$ cat src/rtl/vic_nested.sv
// Nested vectored interrupt controller: edge-latched requests, 2-bit priority
// arbitration, hardware return stack and fetch/condition-code redirect.
module vic_nested #(
  parameter int          NUM_SRC    = 31,
  parameter int          NEST_DEPTH = 4,
  parameter logic [31:0] VEC_BASE   = 32'h0000_0100,
  parameter int          SETTLE_CYC = 3
) (
  input  logic               clk,
  input  logic               rst,
  input  logic [NUM_SRC-1:0] i_ext,
  input  logic [31:0]        i_PC,
  input  logic [3:0]         i_CCodes,
  input  logic               i_reti,
  input  logic               i_NOT_FLUSH,
  input  logic               i_stall,
  input  logic               i_VIC_we,
  input  logic [2:0]         i_VIC_regaddr,
  input  logic [31:0]        i_VIC_data,
  output logic [31:0]        o_VIC_data,
  output logic [31:0]        o_VIC_iaddr,
  output logic               o_VIC_ctrl,
  output logic [3:0]         o_CCodes,
  output logic               o_VIC_CCodes_ctrl
);

  localparam logic [31:0] SRC_MASK =
    (NUM_SRC >= 32) ? 32'hFFFF_FFFF
                    : ((32'd1 << NUM_SRC) - 32'd1);
  localparam logic [3:0] DMAX = 4'(NEST_DEPTH);
  localparam logic [2:0] SET_LAST = 3'(SETTLE_CYC - 1);
  localparam logic [2:0] LVL_IDLE = 3'd7;

  typedef enum logic {IDLE, SETTLE} state_t;

  state_t      state, state_n;
  logic [2:0]  cnt, cnt_n;
  logic [31:0] enable, pending, prio_lo, prio_hi;
  logic [31:0] ext_w, ext_q, rise, clr, pend_n;
  logic [63:0] prio_all;
  logic [3:0]  depth;
  logic [2:0]  level;
  logic        uf;
  logic        full;
  logic        go;

  logic [31:0] stk_pc  [8];
  logic [3:0]  stk_cc  [8];
  logic [2:0]  stk_lvl [8];
  logic [2:0]  push_idx, top_idx;

  logic [31:0] cand;
  logic        found;
  logic [4:0]  win_idx;
  logic [1:0]  win_prio;
  logic [31:0] win_oh;

  logic do_take, do_reti, do_uf;
  logic wr_pend, wr_stat;

  always_comb begin
    ext_w = '0;
    for (int i = 0; i < NUM_SRC; i++) ext_w[i] = i_ext[i];
  end

  assign rise     = ext_w & ~ext_q;
  assign prio_all = {prio_hi, prio_lo};
  assign full     = (depth == DMAX);
  assign go       = i_NOT_FLUSH & ~i_stall;
  assign push_idx = depth[2:0];
  assign top_idx  = depth[2:0] - 3'd1;
  assign wr_pend  = i_VIC_we & (i_VIC_regaddr == 3'd1);
  assign wr_stat  = i_VIC_we & (i_VIC_regaddr == 3'd4);

  // Highest priority wins; strict > keeps the lowest index on ties.
  always_comb begin
    cand     = '0;
    found    = 1'b0;
    win_idx  = '0;
    win_prio = '0;
    for (int i = 0; i < 32; i++) begin
      cand[i] = pending[i] & enable[i] &
                ((level == LVL_IDLE) ||
                 ({1'b0, prio_all[2*i +: 2]} > level));
      if (cand[i] && (!found || prio_all[2*i +: 2] > win_prio)) begin
        found    = 1'b1;
        win_idx  = 5'(i);
        win_prio = prio_all[2*i +: 2];
      end
    end
  end

  always_comb begin
    win_oh = '0;
    win_oh[win_idx] = 1'b1;
  end

  always_comb begin
    state_n = state;
    cnt_n   = cnt;
    do_take = 1'b0;
    do_reti = 1'b0;
    do_uf   = 1'b0;
    unique case (state)
      IDLE: begin
        if (i_reti & go) begin
          if (depth != 4'd0) do_reti = 1'b1;
          else               do_uf   = 1'b1;
        end else if (found & go & ~full) begin
          do_take = 1'b1;
        end
        if (do_take | do_reti) begin
          state_n = SETTLE;
          cnt_n   = 3'd0;
        end
      end
      SETTLE: begin
        if (cnt == SET_LAST) state_n = IDLE;
        else                 cnt_n   = cnt + 3'd1;
      end
      default: state_n = IDLE;
    endcase
  end

  // A fresh edge always beats a clear landing in the same cycle.
  always_comb begin
    clr = '0;
    if (wr_pend) clr = clr | i_VIC_data;
    if (do_take) clr = clr | win_oh;
    pend_n = ((pending & ~clr) | rise) & SRC_MASK;
  end

  always_ff @(posedge clk) begin
    if (rst) begin
      state             <= IDLE;
      cnt               <= '0;
      enable            <= '0;
      pending           <= '0;
      prio_lo           <= '0;
      prio_hi           <= '0;
      ext_q             <= '0;
      depth             <= '0;
      level             <= LVL_IDLE;
      uf                <= 1'b0;
      o_VIC_iaddr       <= '0;
      o_VIC_ctrl        <= 1'b0;
      o_CCodes          <= '0;
      o_VIC_CCodes_ctrl <= 1'b0;
    end else begin
      state             <= state_n;
      cnt               <= cnt_n;
      ext_q             <= ext_w;
      pending           <= pend_n;
      o_VIC_ctrl        <= do_take | do_reti;
      o_VIC_CCodes_ctrl <= do_reti;
      if (i_VIC_we) begin
        unique case (1'b1)
          i_VIC_regaddr == 3'd0: enable  <= i_VIC_data & SRC_MASK;
          i_VIC_regaddr == 3'd2: prio_lo <= i_VIC_data;
          i_VIC_regaddr == 3'd3: prio_hi <= i_VIC_data;
          default: ;
        endcase
      end
      if (do_uf)        uf <= 1'b1;
      else if (wr_stat) uf <= 1'b0;
      if (do_take) begin
        o_VIC_iaddr <= VEC_BASE + {25'd0, win_idx, 2'b00};
        depth       <= depth + 4'd1;
        level       <= {1'b0, win_prio};
      end
      if (do_reti) begin
        o_VIC_iaddr <= stk_pc[top_idx];
        o_CCodes    <= stk_cc[top_idx];
        level       <= stk_lvl[top_idx];
        depth       <= depth - 4'd1;
      end
    end
  end

  always_ff @(posedge clk) begin
    if (do_take && !rst) begin
      stk_pc[push_idx]  <= i_PC;
      stk_cc[push_idx]  <= i_CCodes;
      stk_lvl[push_idx] <= level;
    end
  end

  always_comb begin
    o_VIC_data = '0;
    unique case (1'b1)
      i_VIC_regaddr == 3'd0: o_VIC_data = enable;
      i_VIC_regaddr == 3'd1: o_VIC_data = pending;
      i_VIC_regaddr == 3'd2: o_VIC_data = prio_lo;
      i_VIC_regaddr == 3'd3: o_VIC_data = prio_hi;
      i_VIC_regaddr == 3'd4:
        o_VIC_data = {22'd0, full, uf, 1'b0, level, depth};
      default: o_VIC_data = '0;
    endcase
  end

endmodule

$ cat config.mk
export PLATFORM = sky130hd
export DESIGN_NAME = vic_nested
export DESIGN_NICKNAME = d
export VERILOG_FILES = /design/src/rtl/vic_nested.sv
export SDC_FILE = /design/constraint.sdc
export NUM_CORES = 1
export LEC_CHECK = 0
export CORE_AREA = 5 5 211 213
export CTS_CLUSTER_DIAMETER = 120
export DETAILED_ROUTE_END_ITERATION = 8
export DIE_AREA = 0 0 216 218
export GPL_TIMING_DRIVEN = 0
export PLACE_DENSITY_LB_ADDON = 0.12
export SYNTH_ARGS = -nofsm -noshare
export SYNTH_HDL_FRONTEND = slang
export SYNTH_SLANG_ARGS = --single-unit
$ cat constraint.sdc
create_clock -name clk -period 52.2 [get_ports clk]
set_input_delay 10.44 -clock clk [delete_from_list [all_inputs] [get_ports clk]]
set_output_delay 10.44 -clock clk [all_outputs]
set_load 0.02 [all_outputs]
==> results of run 1 <==
cell usage in the layout (no fill, tap or decap), drive strengths merged, types with 13 or more instances in the layout:
cell type | synthesis | routed
o21a | 13 | 13
a22oi | 56 | 56
nand2 | 431 | 431
buf | 28 | 44
inv | 68 | 69
a221o | 17 | 17
nor2 | 116 | 116
clkdlybuf4s50 | 0 | 177
dfxtp | 207 | 207
nor2b | 71 | 71
nor3 | 27 | 27
nand3 | 29 | 29
ha | 106 | 106
a31oi | 42 | 42
a21oi | 215 | 215
and2 | 15 | 15
a21o | 13 | 13
o211ai | 13 | 13
edfxtp | 312 | 312
mux4 | 78 | 78
a41o | 15 | 15
mux2i | 17 | 17
clkinv | 1 | 16
clkbuf | 88 | 159
o21ai | 83 | 83
routing by layer:
metal	part of all wire (%)	vias up
li1	-	8788
met1	39	9725
met2	49	1090
met3	8.2	202
met4	4.2	2
met5	0.020	-
cell families after synthesis:
family	Yosys count
and+or+nand+nor	764
adders and majority gates	111
muxes	102
AOI/OAI and AO/OA	550
xor gates and xnor gates	6
DFF	519
buffers and inverters	185
layout make-up:
class                           instances  share of cell area [%]
Tap cell                              546                    2.33
Inverter                               69                   0.884
Clock buffer                           71                    4.96
Antenna cell                            1                 0.00854
Sequential cell                       519                    46.1
Clock inverter                         22                   0.969
Timing Repair Buffer                  193                    6.98
Buffer                                116                    1.59
Multi-Input combinational cell       1533                    36.2
cells in the mapped netlist (5+ instances only):
| cell | instances | area, um2 |
|---|---|---|
| a211oi_1 | 9 | 67.6 |
| a21boi_0 | 10 | 75.1 |
| a21o_1 | 13 | 97.6 |
| a21oi_1 | 214 | 1070 |
| a221o_1 | 17 | 170 |
| a22oi_1 | 56 | 420 |
| a311oi_1 | 7 | 61.3 |
| a31oi_1 | 42 | 263 |
| a41o_1 | 15 | 150 |
| and2_1 | 14 | 87.6 |
| and3_1 | 10 | 62.6 |
| buf_1 | 17 | 63.8 |
| buf_2 | 7 | 35.0 |
| clkbuf_1 | 88 | 330 |
| dfxtp_1 | 207 | 4140 |
| edfxtp_1 | 312 | 9370 |
| ha_1 | 106 | 1330 |
| inv_1 | 68 | 255 |
| mux2_2 | 7 | 78.8 |
| mux2i_1 | 16 | 160 |
| mux4_2 | 78 | 1760 |
| nand2_1 | 430 | 1610 |
| nand2b_1 | 12 | 75.1 |
| nand3_1 | 28 | 140 |
| nand4_1 | 8 | 50.1 |
| nor2_1 | 115 | 432 |
| nor2b_1 | 70 | 438 |
| nor3_1 | 23 | 115 |
| nor3b_1 | 5 | 37.5 |
| nor4_1 | 6 | 37.5 |
| o211ai_1 | 10 | 75.1 |
| o21a_1 | 12 | 90.1 |
| o21ai_0 | 65 | 325 |
| o21ai_1 | 17 | 85.1 |
| o31ai_1 | 7 | 52.6 |
| or4_1 | 5 | 37.5 |
| xnor2_1 | 5 | 43.8 |
through the flow:
| stage | area (um2) | instances |
|---|---|---|
| after floorplan | 24800 | 2237 |
| after global placement | 27200 | 2960 |
| after detailed placement | 27600 | 2976 |
| after CTS | 29300 | 3069 |
| after global routing | 29300 | 3069 |
| final | 29300 | 3070 |
sequential cells by signal (all words and copies together), names as in the netlist, 24 cells and up:
signal,cells
o_VIC_iaddr,32
prio_lo,32
stk_pc,256
prio_hi,32
ext_q,31
stk_lvl,24
enable,31
pending,31
stk_cc,32
worst paths after layout:
kind	start	end
worst min register to register	ext_q[1]	pending[1]
worst max register to register	level[1]	pending[27]
worst max-delay path	level[1]	pending[27]
worst min-delay path	ext_q[1]	pending[1]
report_power, final:
| part | leakage, nW | switching (mW) | internal, mW |
|---|---|---|---|
| combinational | 5.03 | 0.0583 | 0.0385 |
| sequential | 4.48 | 0.00720 | 0.440 |
| clock | 0.867 | 0.158 | 0.224 |
worst max-delay path, delay by kind of cell, from the launching register on:
kind | cells | cell delay, ns
DFF | 1 | 0.67
buffers and inverters | 10 | 1.77
and+or+nand+nor | 69 | 11.77
AOI/OAI and AO/OA | 84 | 18.09
adders and majority gates | 35 | 9.94
muxes | 8 | 2.91
==> impl_summary.log, run 1 <==
[metrics] routed wirelength normalized by instance count: 26.0 um
[metrics] count of buffers added by post-CTS timing repair for setup: 0
[metrics] post-synthesis instance total: 2237
[metrics] total of endpoints with negative setup slack in the final report: 0
[metrics] Hold Buf Count CTS: 0
[metrics] Unique masters post-synth: slightly below 100
[metrics] die outline area: approximately 0.047 mm2
[metrics] clk sinks: 519
[metrics] outcome: completed
[metrics] Max-cap violations: 0
[metrics] unrepaired setup endpoints after global routing: false
[metrics] total number of placement rows: 76
[metrics] total nets after synthesis: between 2000 and 2500
[metrics] Max Clock Freq: about 22 MHz
[metrics] initial detailed-routing violation count: ~2100
[metrics] growth of design area from synthesis to finish: 18.2%
[metrics] clk slew on worst S/H paths: 0.06 ns
[metrics] Power Dens Cells: 31.6 mW/mm2
[metrics] clock tree from TritonCTS: built
[metrics] fin nets: 2697
[metrics] critical path arrival: 45.74 ns
[metrics] max-slew headroom at the worst pin: 7.66%
[metrics] Clock Latency Late Sink: 0.60 ns
[metrics] global-route wire length before repair: 120000 um
[metrics] Die Wd: 216 um
[metrics] Total GRT Usage: 33.4%
[metrics] routability congestion estimate from global placement: about 0.95
[metrics] Worst Hold Slack: 0.403 ns
[metrics] cell with the largest stage delay on the worst path: nor3b_2
[metrics] type of the worst min-delay path: reg2reg
[metrics] flip-flop cell with the highest count after synthesis: edfxtp_1
[metrics] share of synthesized flip-flops with an asynchronous set or reset: 0%
[metrics] number of vias per cell after detailed routing: about 6.5
[metrics] final clock skew: 0.0201 ns
[metrics] die boundary height: 218 um
[metrics] Final period util: between 80% and 90%
[metrics] half-perimeter wire length after placement: between 50000 and 60000 um
[metrics] compound-gate portion of the synthesized area: between 10 and 15%
[metrics] clock period minus worst slack: 45.24 ns
[metrics] Post-Synth Simple-Gate Area: between 10% and 20%
[metrics] Root Buffer Master: clkbuf_16
[metrics] met3 Resource Use GR: between 5 and 6%
[metrics] maximum net fanout on the critical path: 15
[metrics] number of register bits inferred by synthesis: 519
[metrics] total congestion overflow: 0
[metrics] pin count of the biggest net entering global routing: 30
[metrics] Residual DRC: 0
[metrics] reg-to-reg setup timing slack: 6.96 ns
[metrics] number of buffers inserted during clock tree synthesis: 50
[metrics] Critical Path Max Stage Delay: 0.85 ns
[metrics] total chip power: 926 uW
[metrics] fraction of met1 tracks used by global routing: 43.5%
[metrics] arithmetic-cell share of the synthesized area counting full adders, half adders and majority gates: 5.60%
[metrics] Final Slew Violations: 0
[metrics] final hold violation count: 0
[metrics] category of the most critical setup path: reg2reg
[metrics] antenna violations before repair: 2
[metrics] sequential fraction of the synthesis area: 54.5%
[metrics] crit path capture type: register
[metrics] number of buffers on the longest clock path: 3
[metrics] first-pass iteration count of the detailed router: 5
[metrics] leakage power of the design: just over 10 nW
[metrics] number of global-route vias before repair: between 15000 and 20000
[metrics] synthesis warning total: 0
[metrics] xor and xnor fraction of the mapped netlist area: 0.212%
[metrics] met2 Resource Use GR: 56.7%
[metrics] Setup crit start kind: register
[metrics] via count: 19800
[metrics] share of post-route cells with drive strength above 1: a little under a tenth
[metrics] setup TNS: 0 ns
[metrics] multi-input combinational cell area: approximately 0.011 mm2
[metrics] Mapped Avg Cell Area: 11.1 um2
[metrics] number of instances resized during post-cts repair: 0
[metrics] I/O Buffers: 177
[metrics] total of fill cells in the finished design: 3071
[metrics] depth of the CTS H-tree: 2
[metrics] logic depth of the worst register-to-register path: around 210
[metrics] required time of the worst setup path: 52.70 ns
[metrics] Seq. cell area: ~0.014 mm2
[metrics] Max rail drop VDD: 0.0382 mV
[metrics] post-layout utilization of the core: 69.0%
[metrics] Post-synth EDFFs: 312
[metrics] Netlist Area Pre-Place: approximately 0.025 mm2
[metrics] core area: approximately 0.043 mm2
[metrics] worst-margin pin slew: 1.37 ns
[metrics] sum of routed wire length over all layers: 79800 um
[metrics] main combinational cell family by area after synthesis: compound AO/OA/AOI/OAI gates
[metrics] starting utilization of the core area: about 58%
[metrics] number of nets with antenna violations after routing: 0
[metrics] peak-usage layer in the global routing report: met2
[metrics] Worst Hold Depth: 1
[metrics] pre-CTS worst setup slack: roughly 7.9 ns
[metrics] Worst Slack Setup Final: 6.96 ns
[metrics] Ports: 178
[metrics] multiplexer share of the synthesized area: 8.14%
Note: power is estimated with default switching activity, not from simulation.
==> run 2: changes to the inputs <==
ABC_AREA = 1   (was unset)
CORE_AREA = 2 2 209 211   (was 5 5 211 213)
DIE_AREA = 0 0 211 213   (was 0 0 216 218)
==> run 2 against run 1 <==
Clock skew is 0.0026 ns lower. Combinational power is 69% higher. Wire length is 5.3% higher. Critical path type unchanged.
==> impl_summary.log, run 2 <==
[metrics] pre-CTS worst setup slack: 15.77 ns (+7.84 ns)
[metrics] half-perimeter wire length after placement: 61500 um (+5.1%)
[metrics] I/O Buffers: 177 (unchanged)
[metrics] clk slew on worst S/H paths: 0.06 ns (about the same)
[metrics] library cell with the largest summed area after synthesis: edfxtp_1
[metrics] number of vias per cell after detailed routing: 6.14 (-4.8%)
[metrics] placed inst area: 0.0278 mm2 (+0.73%)
[metrics] Critical Path Max Stage Delay: 0.60 ns (-0.25 ns)
[metrics] sum of routed wire length over all layers: 84000 um (+5.3%)
[metrics] first-pass iteration count of the detailed router: 6 (+1)
[metrics] unrepaired setup endpoints after global routing: false
[metrics] count of buffers added by post-CTS timing repair for setup: 0 (unchanged)
[metrics] Post-Synth Simple-Gate Area: 16.8% (+2.7 points)
[metrics] number of instances resized during post-cts repair: 0 (unchanged)
[metrics] Clock Latency Late Sink: 0.62 ns (+0.02 ns)
[metrics] growth of design area from synthesis to finish: 18.3% (about the same)
[metrics] Post-synth EDFFs: 312 (unchanged)
[metrics] synthesis warning total: 0 (unchanged)
[metrics] depth of the CTS H-tree: 2 (unchanged)
[metrics] placed cell count: 3458 (+16%)
[metrics] reg-to-reg setup timing slack: 15.09 ns (+8.13 ns)
[metrics] number of register bits inferred by synthesis: 519 (unchanged)
[metrics] category of the most critical setup path: reg2reg
[metrics] register containing the most flip-flops in the final layout: stk_pc
[metrics] routed wirelength normalized by instance count: 23.6 um (-9.1%)
[metrics] post-synthesis instance total: 2706 (+21%)
[metrics] number of buffers inserted during clock tree synthesis: 52 (+4.0%)
[metrics] Mapped Avg Cell Area: 9.20 um2 (-17%)
[metrics] fraction of post-synthesis cell area in the top cell type by area: 37.6% (-0.16 points)
[metrics] number of buffers on the longest clock path: 3 (unchanged)
[metrics] Residual DRC: 0 (unchanged)
[metrics] maximum net fanout on the critical path: 15 (unchanged)
[metrics] global-route wire length before repair: 124000 um (+3.1%)
[metrics] pin count of the biggest net entering global routing: 25 (-17%)
[metrics] xor and xnor fraction of the mapped netlist area: 0.0704% (-0.14 points)
[metrics] type of the worst min-delay path: reg2reg
[metrics] Worst Hold Slack: 0.407 ns (+0.00366 ns)
[metrics] crit path capture type: register
[metrics] critical path arrival: 37.60 ns (-8.14 ns)
[metrics] total non-filler cell area in the finished layout: 0.0295 mm2 (+0.49%)
[metrics] core area: 0.0427 mm2 (+0.45%)
[metrics] clock tree from TritonCTS: built
[metrics] number of non-filler instances in the completed layout: 3556 (+16%)
[metrics] total nets after synthesis: 2921 (+19%)
[metrics] commonest non-fill, non-tap cell in the layout: nand2_1
[metrics] via count: 21800 (+10%)
[metrics] Max-cap violations: 0 (unchanged)
[metrics] arithmetic-cell share of the synthesized area counting full adders, half adders and majority gates: 5.41% (-0.19 points)
[metrics] share of synthesized flip-flops with an asynchronous set or reset: 0% (unchanged)
[metrics] final antenna diode count: 0 (-1)
[metrics] antenna violations before repair: 3 (+1)
[metrics] multiplexer share of the synthesized area: 0.0402% (-8.1 points)
[metrics] outcome: completed
[metrics] total of endpoints with negative setup slack in the final report: 0 (unchanged)
[metrics] Final Slew Violations: 0 (unchanged)
[metrics] Max rail drop VDD: 0.0325 mV (-15%)
[metrics] max reg flops: 256 (unchanged)
[metrics] Unique masters post-synth: 52 (-47%)
[metrics] Total GRT Usage: 37.0% (+3.6 points)
[metrics] worst-margin pin slew: 1.12 ns (-0.250 ns)
[metrics] Final period util: 71.1% (-16 points)
[metrics] max-slew headroom at the worst pin: 24.9% (+17 points)
[metrics] top cells by area in the synthesized netlist: edfxtp_1 38%, dfxtp_1 17%, o21ai_0 6.9%, nand2_1 6.0%, ha_1 5.3%
[metrics] final clock skew: 0.0175 ns (-0.00256 ns)
[metrics] Max Clock Freq: 26.9 MHz (+22%)
[metrics] flip-flop cell with the highest count after synthesis: edfxtp_1
[metrics] clk sinks: 519 (unchanged)
[metrics] initial detailed-routing violation count: 2365 (+11%)
[metrics] fin nets: 3181 (+18%)
[metrics] total congestion overflow: 0 (unchanged)
[metrics] routability congestion estimate from global placement: 1.01 (+6.8%)
[metrics] commonest cells after routing, fill and taps aside: 398 x nand2_1, 342 x o21ai_0, 312 x edfxtp_1, 268 x nor2_1, 265 x inv_1
[metrics] number of nets with antenna violations after routing: 0 (unchanged)
[metrics] Ports: 178 (unchanged)
[metrics] leakage power of the design: 11.2 nW (+7.8%)
[metrics] total number of placement rows: 76 (unchanged)
[metrics] Hold Buf Count CTS: 0 (unchanged)
[metrics] Setup crit start kind: register
[metrics] most used cell, CP: o21ai_0
[metrics] Power Dens Cells: 33.6 mW/mm2 (+6.2%)
[metrics] main combinational cell family by area after synthesis: compound AO/OA/AOI/OAI gates
[metrics] sequential fraction of the synthesis area: 54.3% (-0.22 points)
[metrics] setup TNS: 0 ns (unchanged)
[metrics] die boundary height: 213 um (-2.3%)
[metrics] required time of the worst setup path: 52.69 ns (about the same)
[metrics] cell with the largest stage delay on the worst path: dfxtp_1
[metrics] final hold violation count: 0 (unchanged)
[metrics] starting utilization of the core area: 58.3% (about the same)
[metrics] Die Wd: 211 um (-2.3%)
[metrics] die outline area: 0.0449 mm2 (-4.6%)
[metrics] clock period minus worst slack: 37.11 ns (-8.13 ns)
[metrics] leading cell types by count after synthesis: 398 x nand2_1, 342 x o21ai_0, 312 x edfxtp_1
[metrics] Root Buffer Master: clkbuf_16
[metrics] compound-gate portion of the synthesized area: 17.2% (+2.7 points)
[metrics] share of post-route cells with drive strength above 1: 8.31% (-1.2 points)
[metrics] number of global-route vias before repair: 21100 (+8.2%)
[metrics] dominant cell by count in the synthesized netlist: nand2_1
[metrics] Netlist Area Pre-Place: 0.0249 mm2 (+0.41%)
[metrics] Worst Slack Setup Final: 15.09 ns (+8.13 ns)
==> run 2: changes by cell type in the layout (fill, tap and decap cells not counted), sizes merged, moves of 59 or more <==
cell	before	now
nand3	29	148
nor2b	71	0
o221ai	4	63
mux4	78	0
inv	69	274
nor2	116	273
o21ai	83	363
==> run 2: worst paths after layout <==
path,depth (start not counted),end,from
max,222,pending[14],level[1]
min,1,pending[10],ext_q[10]
max reg2reg,222,pending[14],level[1]
min reg2reg,1,pending[10],ext_q[10]
==> run 2: where the power goes <==
part	internal [mW]	switching (mW)	total [mW]
registers	0.443	0.00853	0.452
clock network	0.209	0.164	0.373
logic	0.0523	0.112	0.164
total	0.704	0.284	0.989
==> run 2: kinds of logic after synthesis <==
group / count (synthesis)
adder cells (fa/ha/maj): 107
XOR/XNOR: 2
AND/OR/NAND/NOR: 932
flip-flops: 519
multiplexers: 1
AO/OA/AOI/OAI: 743
buffers and inverters: 402
==> run 2: per-stage QoR <==
stage	total power, mW	utilization (%)
after floorplan	0.551	-
after detailed placement	0.620	65.0
after CTS	0.986	69.0
after global placement	0.613	64.0
final	0.989	69.0
after global routing	1.02	69.0
==> run 2: routing by layer <==
| metal | up-vias | wire (um) | share of wire (%) | GRT usage (%) |
|---|---|---|---|---|
| li1 | 9935 | - | - | - |
| met1 | 10400 | 31800 | 38 | 45.4 |
| met2 | 1188 | 39700 | 47 | 62.0 |
| met3 | 276 | 7490 | 8.9 | 6.56 |
| met4 | 6 | 4980 | 5.9 | 20.8 |
| met5 | - | 44 | 0.052 | 0 |
==> run 2: cell type report <==
class	count	area, um2
clock buffers	68	1390
fillers	3321	13200
well taps	546	683
clock inverters	30	290
multi-input cells	1785	9890
repair buffers	206	2150
flip-flops and latches	519	13500
inverters	278	1040
plain buffers	124	489
==> run 2: worst max-delay path: cells and delay by family (launching register included) <==
family | cells | cell delay, ns
adders and majority gates | 31 | 9.26
DFF | 1 | 0.60
AOI/OAI and AO/OA | 59 | 12.92
and+or+nand+nor | 109 | 12.09
buffers and inverters | 23 | 2.01
